$ cat src/rtl/mem_responder.sv
// ---------------------------------------------------------------------------
// mem_responder
//
// Responder end of the MEM-stage memory request interface. Each 32-bit word
// read or byte-lane-masked word write is served as four byte-serial accesses
// to an 8-bit synchronous RAM port (little-endian, one-cycle read latency).
//
// Ports:
//   i_clk        system clock, all state updates on the rising edge
//   i_rst        asynchronous active-high reset
//   i_mem_addr   request byte address (bits [1:0] ignored, truncated to RAM_AW)
//   i_mem_re     read request level, held until done
//   i_mem_we     write request level
//   i_mem_sel    write byte-lane enables, bit k = lane k
//   i_mem_wdata  lane-aligned write data
//   o_mem_rdata  last assembled read word, held until the next read completes
//   o_mem_busy   request in service
//   o_mem_done   one-cycle completion pulse
//   o_ram_addr   RAM byte address
//   o_ram_wr     RAM byte write strobe
//   o_ram_dout   byte to RAM
//   i_ram_din    byte from RAM, valid the cycle after its address
// ---------------------------------------------------------------------------
module mem_responder #(
    parameter int RAM_AW = 17
) (
    input  logic              i_clk,
    input  logic              i_rst,
    input  logic [31:0]       i_mem_addr,
    input  logic              i_mem_re,
    input  logic              i_mem_we,
    input  logic [3:0]        i_mem_sel,
    input  logic [31:0]       i_mem_wdata,
    output logic [31:0]       o_mem_rdata,
    output logic              o_mem_busy,
    output logic              o_mem_done,
    output logic [RAM_AW-1:0] o_ram_addr,
    output logic              o_ram_wr,
    output logic [7:0]        o_ram_dout,
    input  logic [7:0]        i_ram_din
);

    typedef enum logic [2:0] {
        S_IDLE,
        S_RD,
        S_RD_LAST,
        S_WR,
        S_DONE
    } state_t;

    state_t              r_state;
    state_t              w_state_next;
    logic [1:0]          r_k;
    logic [1:0]          w_k_next;
    logic [RAM_AW-3:0]   r_base;     // word address; the lane counter supplies the low bits
    logic [3:0]          r_sel;
    logic [31:0]         r_wdata;
    logic [23:0]         r_rbuf;     // lanes 0..2 of the word being read
    logic [31:0]         r_rdata;

    // Only a window of the request address is used; the rest is dropped here.
    logic                w_unused_addr;
    assign w_unused_addr = ^i_mem_addr;

    // -----------------------------------------------------------------------
    // State and datapath registers
    // -----------------------------------------------------------------------
    always_ff @(posedge i_clk or posedge i_rst) begin
        if (i_rst) begin
            r_state <= S_IDLE;
            r_k     <= 2'd0;
            r_base  <= '0;
            r_sel   <= 4'd0;
            r_wdata <= 32'd0;
            r_rbuf  <= 24'd0;
            r_rdata <= 32'd0;
        end else begin
            r_state <= w_state_next;
            r_k     <= w_k_next;

            if (r_state == S_IDLE && (i_mem_re || i_mem_we)) begin
                r_base <= i_mem_addr[RAM_AW-1:2];
            end
            // Read wins when both are asserted, so write operands stay untouched.
            if (r_state == S_IDLE && !i_mem_re && i_mem_we) begin
                r_sel   <= i_mem_sel;
                r_wdata <= i_mem_wdata;
            end

            // The byte for address base+k-1 arrives while base+k is presented.
            // Shifting in from the top leaves lane 0 at the bottom after three
            // captures.
            if (r_state == S_RD && r_k != 2'd0) begin
                r_rbuf <= {i_ram_din, r_rbuf[23:8]};
            end
            if (r_state == S_RD_LAST) begin
                r_rdata <= {i_ram_din, r_rbuf};
            end
        end
    end

    // -----------------------------------------------------------------------
    // Next state and control outputs
    // -----------------------------------------------------------------------
    always_comb begin
        w_state_next = r_state;
        w_k_next     = r_k;
        o_mem_busy   = 1'b0;
        o_mem_done   = 1'b0;
        o_ram_wr     = 1'b0;

        case (r_state)
            S_IDLE: begin
                w_k_next = 2'd0;
                if (i_mem_re) begin
                    w_state_next = S_RD;
                end else if (i_mem_we) begin
                    w_state_next = S_WR;
                end
            end
            S_RD: begin
                o_mem_busy = 1'b1;
                w_k_next   = r_k + 2'd1;
                if (r_k == 2'd3) begin
                    w_state_next = S_RD_LAST;
                end
            end
            S_RD_LAST: begin
                o_mem_busy   = 1'b1;
                w_state_next = S_DONE;
            end
            S_WR: begin
                o_mem_busy = 1'b1;
                o_ram_wr   = r_sel[r_k];
                w_k_next   = r_k + 2'd1;
                if (r_k == 2'd3) begin
                    w_state_next = S_DONE;
                end
            end
            S_DONE: begin
                o_mem_done   = 1'b1;
                w_state_next = S_IDLE;
            end
            default: begin
                w_state_next = S_IDLE;
                w_k_next     = 2'd0;
            end
        endcase
    end

    // Base is word aligned, so concatenating the lane counter never carries.
    assign o_ram_addr  = {r_base, r_k};
    assign o_mem_rdata = r_rdata;

    always_comb begin
        case (r_k)
            2'd0:    o_ram_dout = r_wdata[7:0];
            2'd1:    o_ram_dout = r_wdata[15:8];
            2'd2:    o_ram_dout = r_wdata[23:16];
            default: o_ram_dout = r_wdata[31:24];
        endcase
    end

endmodule

$ cat config.mk
export PLATFORM = sky130hd
export DESIGN_NAME = mem_responder
export DESIGN_NICKNAME = d
export VERILOG_FILES = /design/src/rtl/mem_responder.sv
export SDC_FILE = /design/constraint.sdc
export NUM_CORES = 1
export LEC_CHECK = 0
export BUFFER_PORTS_ARGS = -buffer_cell sky130_fd_sc_hd__buf_2
export CAP_MARGIN = 10
export CORE_MARGIN = 1
export CORE_UTILIZATION = 40
export DETAILED_ROUTE_END_ITERATION = 10
export MAX_ROUTING_LAYER = met4
export PLACE_DENSITY = 0.67
export SYNTH_ARGS = -nofsm -noshare
export SYNTH_HDL_FRONTEND = slang
export SYNTH_SLANG_ARGS = --single-unit
$ cat constraint.sdc
create_clock -name i_clk -period 3.58 [get_ports i_clk]
set_input_delay 0.716 -clock i_clk [delete_from_list [all_inputs] [get_ports i_clk]]
set_output_delay 0.716 -clock i_clk [all_outputs]
set_load 0.02 [all_outputs]
==> results of run 1 <==
[synth_stat cells, types with 2 or more instances]
cell,count
sky130_fd_sc_hd__dfrtp_1,112
sky130_fd_sc_hd__mux2_2,107
sky130_fd_sc_hd__a21oi_1,11
sky130_fd_sc_hd__nor2_1,11
sky130_fd_sc_hd__a222oi_1,8
sky130_fd_sc_hd__buf_2,7
sky130_fd_sc_hd__buf_6,5
sky130_fd_sc_hd__ha_1,4
sky130_fd_sc_hd__inv_1,3
sky130_fd_sc_hd__buf_1,2
sky130_fd_sc_hd__clkbuf_1,2
sky130_fd_sc_hd__nand2b_1,2
[kinds of logic (layout without fill, tap and decap cells)]
family          Yosys count  after routing
compound gates           23             23
flops                   112            112
simple gates             21             21
fa+ha+maj                 4              4
buf+inv                  21            145
mux                     109            109
[worst paths after layout]
path                                 startpoint                           to  slack (ns)  cells past startpoint
setup / recovery             r_k[0]$_DFFE_PP0N_                o_ram_dout[2]        0.86                      5
hold / removal             r_sel[3]$_DFFE_PP0P_         r_sel[3]$_DFFE_PP0P_        0.50                      1
setup reg to reg             r_k[0]$_DFFE_PP0N_        r_rbuf[3]$_DFFE_PP0P_        1.56                      5
hold reg to reg            r_sel[3]$_DFFE_PP0P_         r_sel[3]$_DFFE_PP0P_        0.50                      1
max in group asynchronous                 i_rst      r_wdata[17]$_DFFE_PP0P_        2.62                      3
min in group asynchronous                 i_rst  o_mem_rdata[21]$_DFFE_PP0N_        0.54                      3
[metrics by stage]
step	instances	utilization	hold WS, ns	total power, mW	worst slack [ns]
final	554	0.5056	0.5030	5.610	0.8579
after global routing	554	0.5056	0.5207	5.962	0.6863
after CTS	554	0.5056	0.5081	5.694	0.8466
after detailed placement	538	0.4784	0.4910	4.684	1.227
after global placement	538	0.4784	0.4844	4.579	1.239
after floorplan	290	-	0.4693	3.996	1.286
[area by class of cell]
type                    count  share of cell area
clock buffers              10             0.04141
multi-input cells         157              0.2874
well taps                 140             0.03168
flip-flops and latches    112              0.5069
repair buffers            125              0.1168
inverters                   4            0.003394
clock inverters             6             0.01245
[per-layer routing]
layer  part of all wire  routed length [um]
met1               0.42                3536
met2               0.51                4264
met3              0.049                 413
met4              0.022                 181
met5                  0                   0
[state kept, by name, summed over array words and instances, names as in the netlist]
signal / flops
r_rbuf: 24
r_sel: 4
r_base: 15
o_mem_rdata: 32
r_state: 3
r_wdata: 32
r_k: 2
[report_power, final]
group / leakage [nW] / total (mW) / internal, mW / switching, mW
combinational: 1.10 / 2.32 / 1.15 / 1.17
sequential: 1.34 / 2.29 / 1.92 / 0.376
clock: 0.143 / 0.997 / 0.547 / 0.450
total: 2.58 / 5.61 / 3.61 / 2.00
==> out/qor.json, run 1 <==
{
  "run_status": {"value": "complete, no violations"},
  "holdBufCountCts": {"value": 0},
  "cts-buffers-inserted": {"value": 9},
  "drtAntennaViolNets": {"value": 0},
  "hold_violation_total_from_the_final_report": {"value": 0},
  "totalNegativeSetupSlack": {"value": 0, "unit": "ns"},
  "io_pins": {"value": 140},
  "post_cts.repair.setup_buffers": {"value": 0},
  "fp.dieW": {"value": 108.2, "unit": "um"},
  "final_layout_size_suffix_gt1_frac": {"value": 0.6135},
  "worst-endpoint-arrival": {"value": 2.01, "unit": "ns"},
  "overflow": {"value": 0},
  "finalClockSkew": {"value": 0.007127, "unit": "ns"},
  "total_power_divided_by_cell_area": {"value": 1015, "unit": "nW/um2"},
  "synthesis.instances": {"value": 290},
  "post_drt_via_cell_ratio": {"value": 5.007},
  "setup_repair_after_global_routing_missed_its_margin": {"value": "no"},
  "design.die.area": {"value": 11710, "unit": "um2"},
  "post-route-period-util": {"value": 0.7604},
  "port_buffers": {"value": 122},
  "synthesis.area_per_instance": {"value": 15.56, "unit": "um2"},
  "rows": {"value": 38},
  "cts_max_path_bufs": {"value": 2},
  "drc": {"value": 0},
  "synth-edff-count": {"value": 0},
  "synth-adder-area-share": {"value": 0.01109},
  "clkLatencyLatePin": {"value": 0.35, "unit": "ns"},
  "clkTransAtPathRegs": {"value": 0.07, "unit": "ns"},
  "worst_hold_path_type": {"value": "reg2reg"},
  "cts_tree": {"value": "built"},
  "ranking_of_synthesized_cells_by_area": {"value": "sky130_fd_sc_hd__dfrtp_1, sky130_fd_sc_hd__mux2_2, sky130_fd_sc_hd__a222oi_1"},
  "grt_antenna_before_repair": {"value": 0},
  "crit_fanout": {"value": 9},
  "synth_cell_types": {"value": 28},
  "async_flop_share": {"value": 1.000},
  "initial_utilization": {"value": 0.4127},
  "die_extent_in_y": {"value": 108.2, "unit": "um"},
  "crit_slowest_cell": {"value": "sky130_fd_sc_hd__dfrtp_1"},
  "core_area": {"value": 10940, "unit": "um2"},
  "critical_path_buf_inv_count": {"value": 2},
  "num-fill-cells": {"value": 1001},
  "synth-xor-area-share": {"value": 0},
  "synth.mux.area_fraction": {"value": 0.2745},
  "synth_warnings": {"value": 0},
  "grt_max_degree": {"value": 113},
  "detailed_place.area": {"value": 5231, "unit": "um2"},
  "multi_input_area": {"value": 1589, "unit": "um2"},
  "maxCapViolations": {"value": 0},
  "globalRouteMet3Util": {"value": 0.03134},
  "global_route.usage.total": {"value": 0.1571},
  "gpl.final_weighted_congestion": {"value": 0.6825},
  "antenna_cells": {"value": 0},
  "cp.required": {"value": 2.86, "unit": "ns"},
  "layout_commonest_cell": {"value": "sky130_fd_sc_hd__buf_2"},
  "sequential_area_share_after_synthesis": {"value": 0.6210},
  "worst_setup_path_start_kind": {"value": "flip-flop"},
  "max_clock_freq": {"value": 367.4, "unit": "MHz"},
  "crit_chain": {"value": "inv_1, ha_1, a222oi_1, a21oi_1, buf_2"},
  "met2_usage_in_global_routing": {"value": 0.2557},
  "drt_iter0_markers": {"value": 154},
  "wl_per_cell": {"value": 15.15, "unit": "um"},
  "seq_cell_area": {"value": 2803, "unit": "um2"},
  "critPathCaptureType": {"value": "output port"},
  "shortest_clock_period_the_worst_path_allows_after_layout": {"value": 2.722, "unit": "ns"},
  "design.final.nets": {"value": 493},
  "synth_simple_gate_area_frac": {"value": 0.02772},
  "netlist.top_cell.by_area": {"value": "sky130_fd_sc_hd__dfrtp_1"},
  "synth_top_family_by_area": {"value": "multiplexers"},
  "post-route-cell-area": {"value": 5529, "unit": "um2"},
  "synth-main-ff-cell": {"value": "sky130_fd_sc_hd__dfrtp_1"},
  "syn-cell-area": {"value": 4513, "unit": "um2"},
  "grt_first_pass_wirelength": {"value": 13810, "unit": "um"},
  "areaGrowthSynthToFinish": {"value": 22.51, "unit": "%"},
  "vdd_drop_max": {"value": 0.0004127, "unit": "V"},
  "synth_top_area_frac": {"value": 0.6210},
  "hpwl": {"value": 5706, "unit": "um"},
  "detailedRoute.firstPassIterationCount": {"value": 4},
  "routed_wl": {"value": 8395, "unit": "um"},
  "clk_root_buffer_cell": {"value": "sky130_fd_sc_hd__clkbuf_16"},
  "clock_sink_count": {"value": 112},
  "worstSetupPathType": {"value": "reg2out"},
  "critPathTopFamily": {"value": "compound AO/OA/AOI/OAI gates"},
  "first_global_vias": {"value": 2869},
  "clock_tree.htree_level_count": {"value": 3},
  "mappedNetlistNets": {"value": 374},
  "busiest_metal_layer_after_global_routing": {"value": "met2"},
  "timing_worst_slew_pin_value": {"value": 0.9337, "unit": "ns"},
  "synth_compound_gate_area_share": {"value": 0.03715},
  "critPathMaxStageDelay": {"value": 0.47, "unit": "ns"},
  "drv_slew": {"value": 0},
  "finalSetupViolations": {"value": 0},
  "ys_seq_elements": {"value": 112},
  "num_vias": {"value": 2774},
  "p_leak": {"value": 2.581, "unit": "nW"},
  "commonest_cells_after_routing_fill_and_taps_aside": {"value": "sky130_fd_sc_hd__buf_2, sky130_fd_sc_hd__dfrtp_1, sky130_fd_sc_hd__mux2_2"},
  "use_met1": {"value": 0.1888},
  "cts_resized": {"value": 0},
  "relSlewSlack": {"value": 0.3760}
}
Power figures use the tool's default switching activity.
==> inputs of run 2 (changes only) <==
==> constraint.sdc (replaced) <==
create_clock -name i_clk -period 2.3 [get_ports i_clk]
set_input_delay 0.46 -clock i_clk [delete_from_list [all_inputs] [get_ports i_clk]]
set_output_delay 0.46 -clock i_clk [all_outputs]
set_load 0.02 [all_outputs]
==> run 2 against run 1 <==
Against the previous run: final cell count grew 0.90%; flip-flop and latch count unchanged; first-iteration DRC count down 16%; die area unchanged; core utilization up 0.90 points; worst setup slack lost 0.77 ns; hold slack lost 0.22 ns; register-to-register slack got worse by 1.1 ns; critical path depth is the same; sequential power rose by 55%; critical path type unchanged; largest power group unchanged.
==> out/qor.json, run 2 (synthesis results as in run 1) <==
{
  "global_route.usage.total": {"value": 0.1582, "change": "+0.001120"},
  "worst-endpoint-arrival": {"value": 1.75, "unit": "ns", "change": "-0.26 ns"},
  "total_power_divided_by_cell_area": {"value": 1597, "unit": "nW/um2", "change": "+57%"},
  "relSlewSlack": {"value": 0.6144, "change": "+0.2383"},
  "p_leak": {"value": 2.622, "unit": "nW", "change": "+1.6%"},
  "final_layout_size_suffix_gt1_frac": {"value": 0.6301, "change": "+0.01655"},
  "power.clock.fraction": {"value": 0.191, "change": "+0.013"},
  "r2r-end": {"value": "r_base[12]$_DFFE_PP0P_"},
  "timing_worst_slew_pin_value": {"value": 0.5784, "unit": "ns", "change": "-0.3553 ns"},
  "areaGrowthSynthToFinish": {"value": 24.70, "unit": "%"},
  "p_int": {"value": 5.871, "unit": "mW", "change": "+62%"},
  "hold_violation_total_from_the_final_report": {"value": 0, "change": "unchanged"},
  "drc": {"value": 0, "change": "unchanged"},
  "first_global_vias": {"value": 2801, "change": "-2.4%"},
  "io_pins": {"value": 140, "change": "unchanged"},
  "worstSetupPathType": {"value": "reg2out"},
  "design.final.nets": {"value": 498, "change": "+1.0%"},
  "critPathCaptureType": {"value": "output port"},
  "clkTransAtPathRegs": {"value": 0.07, "unit": "ns", "change": "about the same"},
  "worst_setup_path_start_kind": {"value": "flip-flop"},
  "cts-buffers-inserted": {"value": 9, "change": "unchanged"},
  "critical_path_buf_inv_count": {"value": 2, "change": "unchanged"},
  "place.detailed.instances": {"value": 543, "change": "+0.93%"},
  "grt_max_degree": {"value": 113, "change": "unchanged"},
  "grt_antenna_before_repair": {"value": 0, "change": "unchanged"},
  "finalSetupViolations": {"value": 0, "change": "unchanged"},
  "post_cts.repair.setup_buffers": {"value": 0, "change": "unchanged"},
  "grt_first_pass_wirelength": {"value": 13590, "unit": "um", "change": "-1.5%"},
  "antenna_cells": {"value": 0, "change": "unchanged"},
  "initial_utilization": {"value": 0.4127, "change": "unchanged"},
  "power.total": {"value": 8.990, "unit": "mW", "change": "+60%"},
  "crit_fanout": {"value": 9, "change": "unchanged"},
  "critPathTopFamily": {"value": "compound AO/OA/AOI/OAI gates"},
  "run_status": {"value": "complete, no violations"},
  "fp.dieW": {"value": 108.2, "unit": "um", "change": "unchanged"},
  "wl_per_cell": {"value": 15.22, "unit": "um", "change": "+0.43%"},
  "clock_sink_count": {"value": 112, "change": "unchanged"},
  "holdBufCountCts": {"value": 0, "change": "unchanged"},
  "r2r-start": {"value": "r_state[1]$_DFFE_PP0P_"},
  "clk_root_buffer_cell": {"value": "sky130_fd_sc_hd__clkbuf_16"},
  "num_vias": {"value": 2758, "change": "-0.58%"},
  "finalClockSkew": {"value": 0.007666, "unit": "ns", "change": "+0.0005394 ns"},
  "crit_chain": {"value": "inv_1, ha_2, a222oi_1, a21oi_1, buf_2"},
  "layout_commonest_cell": {"value": "sky130_fd_sc_hd__buf_2"},
  "seqPwrFrac": {"value": 0.396, "change": "-0.013"},
  "maxCapViolations": {"value": 0, "change": "unchanged"},
  "overflow": {"value": 0, "change": "unchanged"},
  "design.die.area": {"value": 11710, "unit": "um2", "change": "unchanged"},
  "worst_hold_path_type": {"value": "in2async"},
  "shortest_clock_period_the_worst_path_allows_after_layout": {"value": 2.209, "unit": "ns"},
  "clock_tree.htree_level_count": {"value": 3, "change": "unchanged"},
  "drtAntennaViolNets": {"value": 0, "change": "unchanged"},
  "max_clock_freq": {"value": 452.7, "unit": "MHz"},
  "drv_slew": {"value": 0, "change": "unchanged"},
  "gpl.final_weighted_congestion": {"value": 0.6744, "change": "-1.2%"},
  "drt_iter0_markers": {"value": 130, "change": "-16%"},
  "hpwl": {"value": 5766, "unit": "um", "change": "+1.1%"},
  "cp.required": {"value": 1.84, "unit": "ns", "change": "-1.02 ns"},
  "timing.reg2reg.worst_path_depth": {"value": 4, "change": "-1"},
  "cts_tree": {"value": "built"},
  "port_buffers": {"value": 122, "change": "unchanged"},
  "vdd_drop_max": {"value": 0.0005813, "unit": "V", "change": "+41%"},
  "net-switching-power": {"value": 3.119, "unit": "mW", "change": "+56%"},
  "detailedRoute.firstPassIterationCount": {"value": 4, "change": "unchanged"},
  "hold_slack": {"value": 0.2829, "unit": "ns", "change": "-0.2202 ns"},
  "commonest_cells_after_routing_fill_and_taps_aside": {"value": "sky130_fd_sc_hd__buf_2, sky130_fd_sc_hd__dfrtp_1, sky130_fd_sc_hd__mux2_2"},
  "num-fill-cells": {"value": 945, "change": "-5.6%"},
  "cts_max_path_bufs": {"value": 2, "change": "unchanged"},
  "clkLatencyLatePin": {"value": 0.34, "unit": "ns", "change": "about the same"},
  "post-route-period-util": {"value": 0.9605},
  "post_drt_via_cell_ratio": {"value": 4.934, "change": "-1.5%"},
  "power.share.combinational": {"value": 0.413, "change": "about the same"},
  "stdcell_count": {"value": 559, "change": "+0.90%"},
  "crit_slowest_cell": {"value": "sky130_fd_sc_hd__dfrtp_2"},
  "critPathMaxStageDelay": {"value": 0.42, "unit": "ns", "change": "-0.05 ns"},
  "core_area": {"value": 10940, "unit": "um2", "change": "unchanged"},
  "sw_frac_of_total": {"value": 0.3469, "change": "-0.008830"},
  "die_extent_in_y": {"value": 108.2, "unit": "um", "change": "unchanged"},
  "timing.reg2reg.setup_slack": {"value": 0.50, "unit": "ns", "change": "-1.06 ns"},
  "rows": {"value": 38, "change": "unchanged"},
  "routed_wl": {"value": 8507, "unit": "um", "change": "+1.3%"}
}
==> run 2: cell count changes in the layout (fill, tap and decap cells not counted), moves of 2 or more <==
cell / before / now
sky130_fd_sc_hd__buf_4: 2 / 6
sky130_fd_sc_hd__clkbuf_8: 0 / 2
sky130_fd_sc_hd__clkinv_4: 2 / 0
sky130_fd_sc_hd__ha_1: 4 / 1
sky130_fd_sc_hd__ha_2: 0 / 3
==> run 2: per-layer routing <==
layer  vias to the layer above  GRT usage  part of all wire
met3                         8    0.04641             0.050
met2                        75     0.2520              0.49
li1                       1292          -                 -
met5                         -          -                 0
met1                      1383     0.1881              0.44
met4                         0    0.06360             0.013
==> run 2: per-stage QoR <==
step                  util  setup WS (ns)    TNS, ns  instance area, um2
floorplan                -         0.2621          0                4517
global placement    0.4830         0.3146          0                5281
detailed placement  0.4830         0.2780          0                5281
CTS                 0.5141        0.01483          0                5622
global route        0.5146      -0.001287  -0.002293                5628
finish              0.5146        0.09093          0                5628
==> run 2: final cells by class <==
cell class	instances	area, um2	area share
Clock buffer	11	252.7	0.04491
Inverter	4	18.77	0.003335
Timing Repair Buffer	130	695.7	0.1236
Sequential cell	112	2804	0.4982
Clock inverter	5	85.08	0.01512
Multi-Input combinational cell	157	1597	0.2837
Tap cell	140	175.2	0.03112
==> run 2: how the worst max path moves through the flow <==
stage	slack (ns)	endpoint	depth (start not counted)	start
4_1_cts	0.01	o_ram_dout[7]	5	r_k[1]$_DFFE_PP0N_
3_5_place_dp	0.28	o_ram_dout[0]	5	r_k[1]$_DFFE_PP0N_
2_1_floorplan	0.26	o_ram_dout[0]	5	r_k[0]$_DFFE_PP0N_
6_report	0.09	o_ram_dout[3]	5	r_k[1]$_DFFE_PP0N_
3_3_place_gp	0.31	o_ram_dout[3]	5	r_k[1]$_DFFE_PP0N_
5_1_grt	-0.001	o_ram_dout[0]	5	r_k[1]$_DFFE_PP0N_
==> run 2: worst min-delay path: stages <==
cell and delay, ns:
sky130_fd_sc_hd__buf_2 0.11, sky130_fd_sc_hd__clkinvlp_4 0.07, sky130_fd_sc_hd__buf_12 0.44
==> run 2: timing repair <==
item / 4_1_cts / 5_1_grt
resized for setup: 1 / 3
setup endpoints to repair: 8 / 8
pin swaps: 0 / 2
==> run 2: power by group through the flow <==
stage | logic (mW) | registers, mW | clock network [mW]
3_5_place_dp | 3.76 | 3.60 | 0
4_1_cts | 3.77 | 3.56 | 1.78
2_1_floorplan | 2.24 | 3.98 | 0
3_3_place_gp | 3.66 | 3.54 | 0
6_report | 3.71 | 3.56 | 1.72
5_1_grt | 4.02 | 3.69 | 1.85
==> inputs of run 3 (changes only) <==
--- a/config.mk
+++ b/config.mk
@@ -7,11 +7,13 @@
 export LEC_CHECK = 0
 export BUFFER_PORTS_ARGS = -buffer_cell sky130_fd_sc_hd__buf_2
 export CAP_MARGIN = 10
+export CELL_PAD_IN_SITES_DETAIL_PLACEMENT = 0
+export CELL_PAD_IN_SITES_GLOBAL_PLACEMENT = 1
 export CORE_MARGIN = 1
-export CORE_UTILIZATION = 40
+export CORE_UTILIZATION = 37
 export DETAILED_ROUTE_END_ITERATION = 10
 export MAX_ROUTING_LAYER = met4
-export PLACE_DENSITY = 0.67
+export PLACE_DENSITY_LB_ADDON = 0.1
 export SYNTH_ARGS = -nofsm -noshare
 export SYNTH_HDL_FRONTEND = slang
 export SYNTH_SLANG_ARGS = --single-unit
==> run 3 against run 2 <==
Against the previous run: register-to-register slack gained 0.03 ns; flip-flop and latch count is the same; final area grew 2.7%; sequential share of layout area shrank 1.3 points; total power grew 2.3%; critical endpoint is now o_ram_dout[1].
==> out/qor.json, run 3 (synthesis results as in run 1) <==
{
  "run_status": {"value": "complete, no violations"},
  "hpwl": {"value": 5833, "unit": "um", "change": "+1.2%"},
  "final.setup.worst_slack": {"value": 0.09768, "unit": "ns", "change": "+0.006751 ns"},
  "hold_violation_total_from_the_final_report": {"value": 0, "change": "unchanged"},
  "place.detailed.instances": {"value": 547, "change": "+0.74%"},
  "drv_slew": {"value": 0, "change": "unchanged"},
  "cts_max_path_bufs": {"value": 2, "change": "unchanged"},
  "shortest_clock_period_the_worst_path_allows_after_layout": {"value": 2.202, "unit": "ns", "change": "-0.006751 ns"},
  "met2_usage_in_global_routing": {"value": 0.2460, "change": "-0.006085"},
  "p_leak": {"value": 2.691, "unit": "nW", "change": "+2.6%"},
  "crit_fanout": {"value": 8, "change": "-1"},
  "hold_slack": {"value": 0.1191, "unit": "ns", "change": "-0.1638 ns"},
  "areaGrowthSynthToFinish": {"value": 28.11, "unit": "%"},
  "max_clock_freq": {"value": 454.1, "unit": "MHz", "change": "+0.31%"},
  "holdBufCountCts": {"value": 0, "change": "unchanged"},
  "grt_antenna_before_repair": {"value": 0, "change": "unchanged"},
  "num_vias": {"value": 2806, "change": "+1.7%"},
  "post-route-cell-area": {"value": 5782, "unit": "um2", "change": "+2.7%"},
  "detailed_place.area": {"value": 5318, "unit": "um2", "change": "+0.69%"},
  "cp.required": {"value": 1.84, "unit": "ns", "change": "about the same"},
  "gpl.final_weighted_congestion": {"value": 0.6986, "change": "+3.6%"},
  "critPathMaxStageDelay": {"value": 0.41, "unit": "ns", "change": "about the same"},
  "stdcell_count": {"value": 568, "change": "+1.6%"},
  "detailedRoute.firstPassIterationCount": {"value": 4, "change": "unchanged"},
  "finalSetupViolations": {"value": 0, "change": "unchanged"},
  "fp.dieW": {"value": 112.4, "unit": "um", "change": "+3.9%"},
  "layout_commonest_cell": {"value": "sky130_fd_sc_hd__buf_2"},
  "timing_worst_slew_pin_value": {"value": 0.4796, "unit": "ns", "change": "-0.09883 ns"},
  "worstSetupPathType": {"value": "reg2out"},
  "vdd_drop_max": {"value": 0.0006388, "unit": "V", "change": "+9.9%"},
  "drt_iter0_markers": {"value": 105, "change": "-19%"},
  "port_buffers": {"value": 122, "change": "unchanged"},
  "first_global_vias": {"value": 2962, "change": "+5.7%"},
  "clock_sink_count": {"value": 112, "change": "unchanged"},
  "clkTransAtPathRegs": {"value": 0.07, "unit": "ns", "change": "about the same"},
  "antenna_cells": {"value": 0, "change": "unchanged"},
  "worst-endpoint-arrival": {"value": 1.74, "unit": "ns", "change": "about the same"},
  "design.final.nets": {"value": 504, "change": "+1.2%"},
  "final_layout_size_suffix_gt1_frac": {"value": 0.6376, "change": "+0.007575"},
  "post-route-period-util": {"value": 0.9575, "change": "-0.002935"},
  "crit_chain": {"value": "buf_4, ha_1, inv_2, buf_12, clkbuf_16, a21oi_1, buf_4"},
  "totalNegativeSetupSlack": {"value": 0, "unit": "ns", "change": "unchanged"},
  "setup_repair_after_global_routing_missed_its_margin": {"value": "yes"},
  "clock_tree.htree_level_count": {"value": 3, "change": "unchanged"},
  "routed_wl": {"value": 8797, "unit": "um", "change": "+3.4%"},
  "initial_utilization": {"value": 0.3870, "change": "-0.02572"},
  "finalClockSkew": {"value": 0.004358, "unit": "ns", "change": "-0.003308 ns"},
  "critical_path.most_common_cell": {"value": "sky130_fd_sc_hd__buf_4"},
  "worst_hold_path_type": {"value": "in2async"},
  "die_extent_in_y": {"value": 112.4, "unit": "um", "change": "+3.9%"},
  "clkLatencyLatePin": {"value": 0.35, "unit": "ns", "change": "about the same"},
  "maxCapViolations": {"value": 0, "change": "unchanged"},
  "overflow": {"value": 0, "change": "unchanged"},
  "worst_setup_path_start_kind": {"value": "flip-flop"},
  "layout.core_utilization": {"value": 0.4958, "change": "-0.01888"},
  "cts_tree": {"value": "built"},
  "wl_per_cell": {"value": 15.49, "unit": "um", "change": "+1.8%"},
  "core_area": {"value": 11660, "unit": "um2", "change": "+6.6%"},
  "use_met1": {"value": 0.1845, "change": "-0.003593"},
  "relSlewSlack": {"value": 0.6803, "change": "+0.06589"},
  "design.die.area": {"value": 12640, "unit": "um2", "change": "+8.0%"},
  "critPathCaptureType": {"value": "output port"},
  "total_power_divided_by_cell_area": {"value": 1591, "unit": "nW/um2", "change": "-0.42%"},
  "drtAntennaViolNets": {"value": 0, "change": "unchanged"},
  "post_drt_via_cell_ratio": {"value": 4.940, "change": "+0.13%"},
  "globalRouteMet3Util": {"value": 0.03942, "change": "-0.006997"},
  "pre_cts_slack": {"value": 0.3018, "unit": "ns", "change": "+0.02379 ns"},
  "cts-buffers-inserted": {"value": 9, "change": "unchanged"},
  "grt_max_degree": {"value": 53, "change": "-53%"},
  "rows": {"value": 39, "change": "+2.6%"},
  "busiest_metal_layer_after_global_routing": {"value": "met2"},
  "crit_slowest_cell": {"value": "sky130_fd_sc_hd__dfrtp_1"},
  "drc": {"value": 0, "change": "unchanged"},
  "commonest_cells_after_routing_fill_and_taps_aside": {"value": "sky130_fd_sc_hd__buf_2, sky130_fd_sc_hd__dfrtp_1, sky130_fd_sc_hd__mux2_2"},
  "clk_root_buffer_cell": {"value": "sky130_fd_sc_hd__clkbuf_16"},
  "grt_first_pass_wirelength": {"value": 14630, "unit": "um", "change": "+7.7%"},
  "global_route.usage.total": {"value": 0.1545, "change": "-0.003739"},
  "io_pins": {"value": 140, "change": "unchanged"},
  "power.total": {"value": 9.197, "unit": "mW", "change": "+2.3%"}
}
==> run 3: final cells by class <==
class,count,area (um2)
Sequential cell,112,2803
Timing Repair Buffer,136,815.8
Fill cell,1082,5881
Inverter,4,18.77
Tap cell,143,178.9
Clock buffer,9,225.2
Clock inverter,7,120.1
Multi-Input combinational cell,157,1620
==> run 3: per-layer routing <==
layer,vias to the layer above,wire length (um)
li1,1307,-
met1,1422,3824
met2,67,4407
met3,10,400
met4,0,164
met5,-,0
==> run 3: what timing repair did <==
item	4_1_cts	5_1_grt
endpoints found under the setup margin	8	7
setup buffers	0	4
cloned	0	1
pin swaps	0	3
gates resized for setup	3	10
==> run 3: worst paths after layout <==
path	start	to	slack [ns]	cells past startpoint
worst min-delay path	i_rst	r_rbuf[19]$_DFFE_PP0P_	0.12	2
max in group asynchronous	i_rst	r_sel[3]$_DFFE_PP0P_	1.57	3
worst max-delay path	r_k[0]$_DFFE_PP0N_	o_ram_dout[1]	0.1	7
worst max register to register	r_k[0]$_DFFE_PP0N_	r_rbuf[0]$_DFFE_PP0P_	0.53	6
worst min register to register	o_mem_rdata[17]$_DFFE_PP0N_	o_mem_rdata[17]$_DFFE_PP0N_	0.50	1
min in group i_clk	i_mem_wdata[23]	r_wdata[23]$_DFFE_PP0P_	0.34	2
==> run 3: power by group <==
part | total [mW] | switching (mW) | internal, mW
Combinational | 3.90 | 1.89 | 2.01
Sequential | 3.53 | 0.545 | 2.99
Clock | 1.77 | 0.702 | 1.07
Total | 9.20 | 3.14 | 6.06
==> run 3: critical path, delay by kind of cell (launching register included) <==
family / cells / cell delay (ns)
fa+ha+maj: 1 / 0.21
flops: 1 / 0.41
buf+inv: 5 / 0.70
compound gates: 1 / 0.06
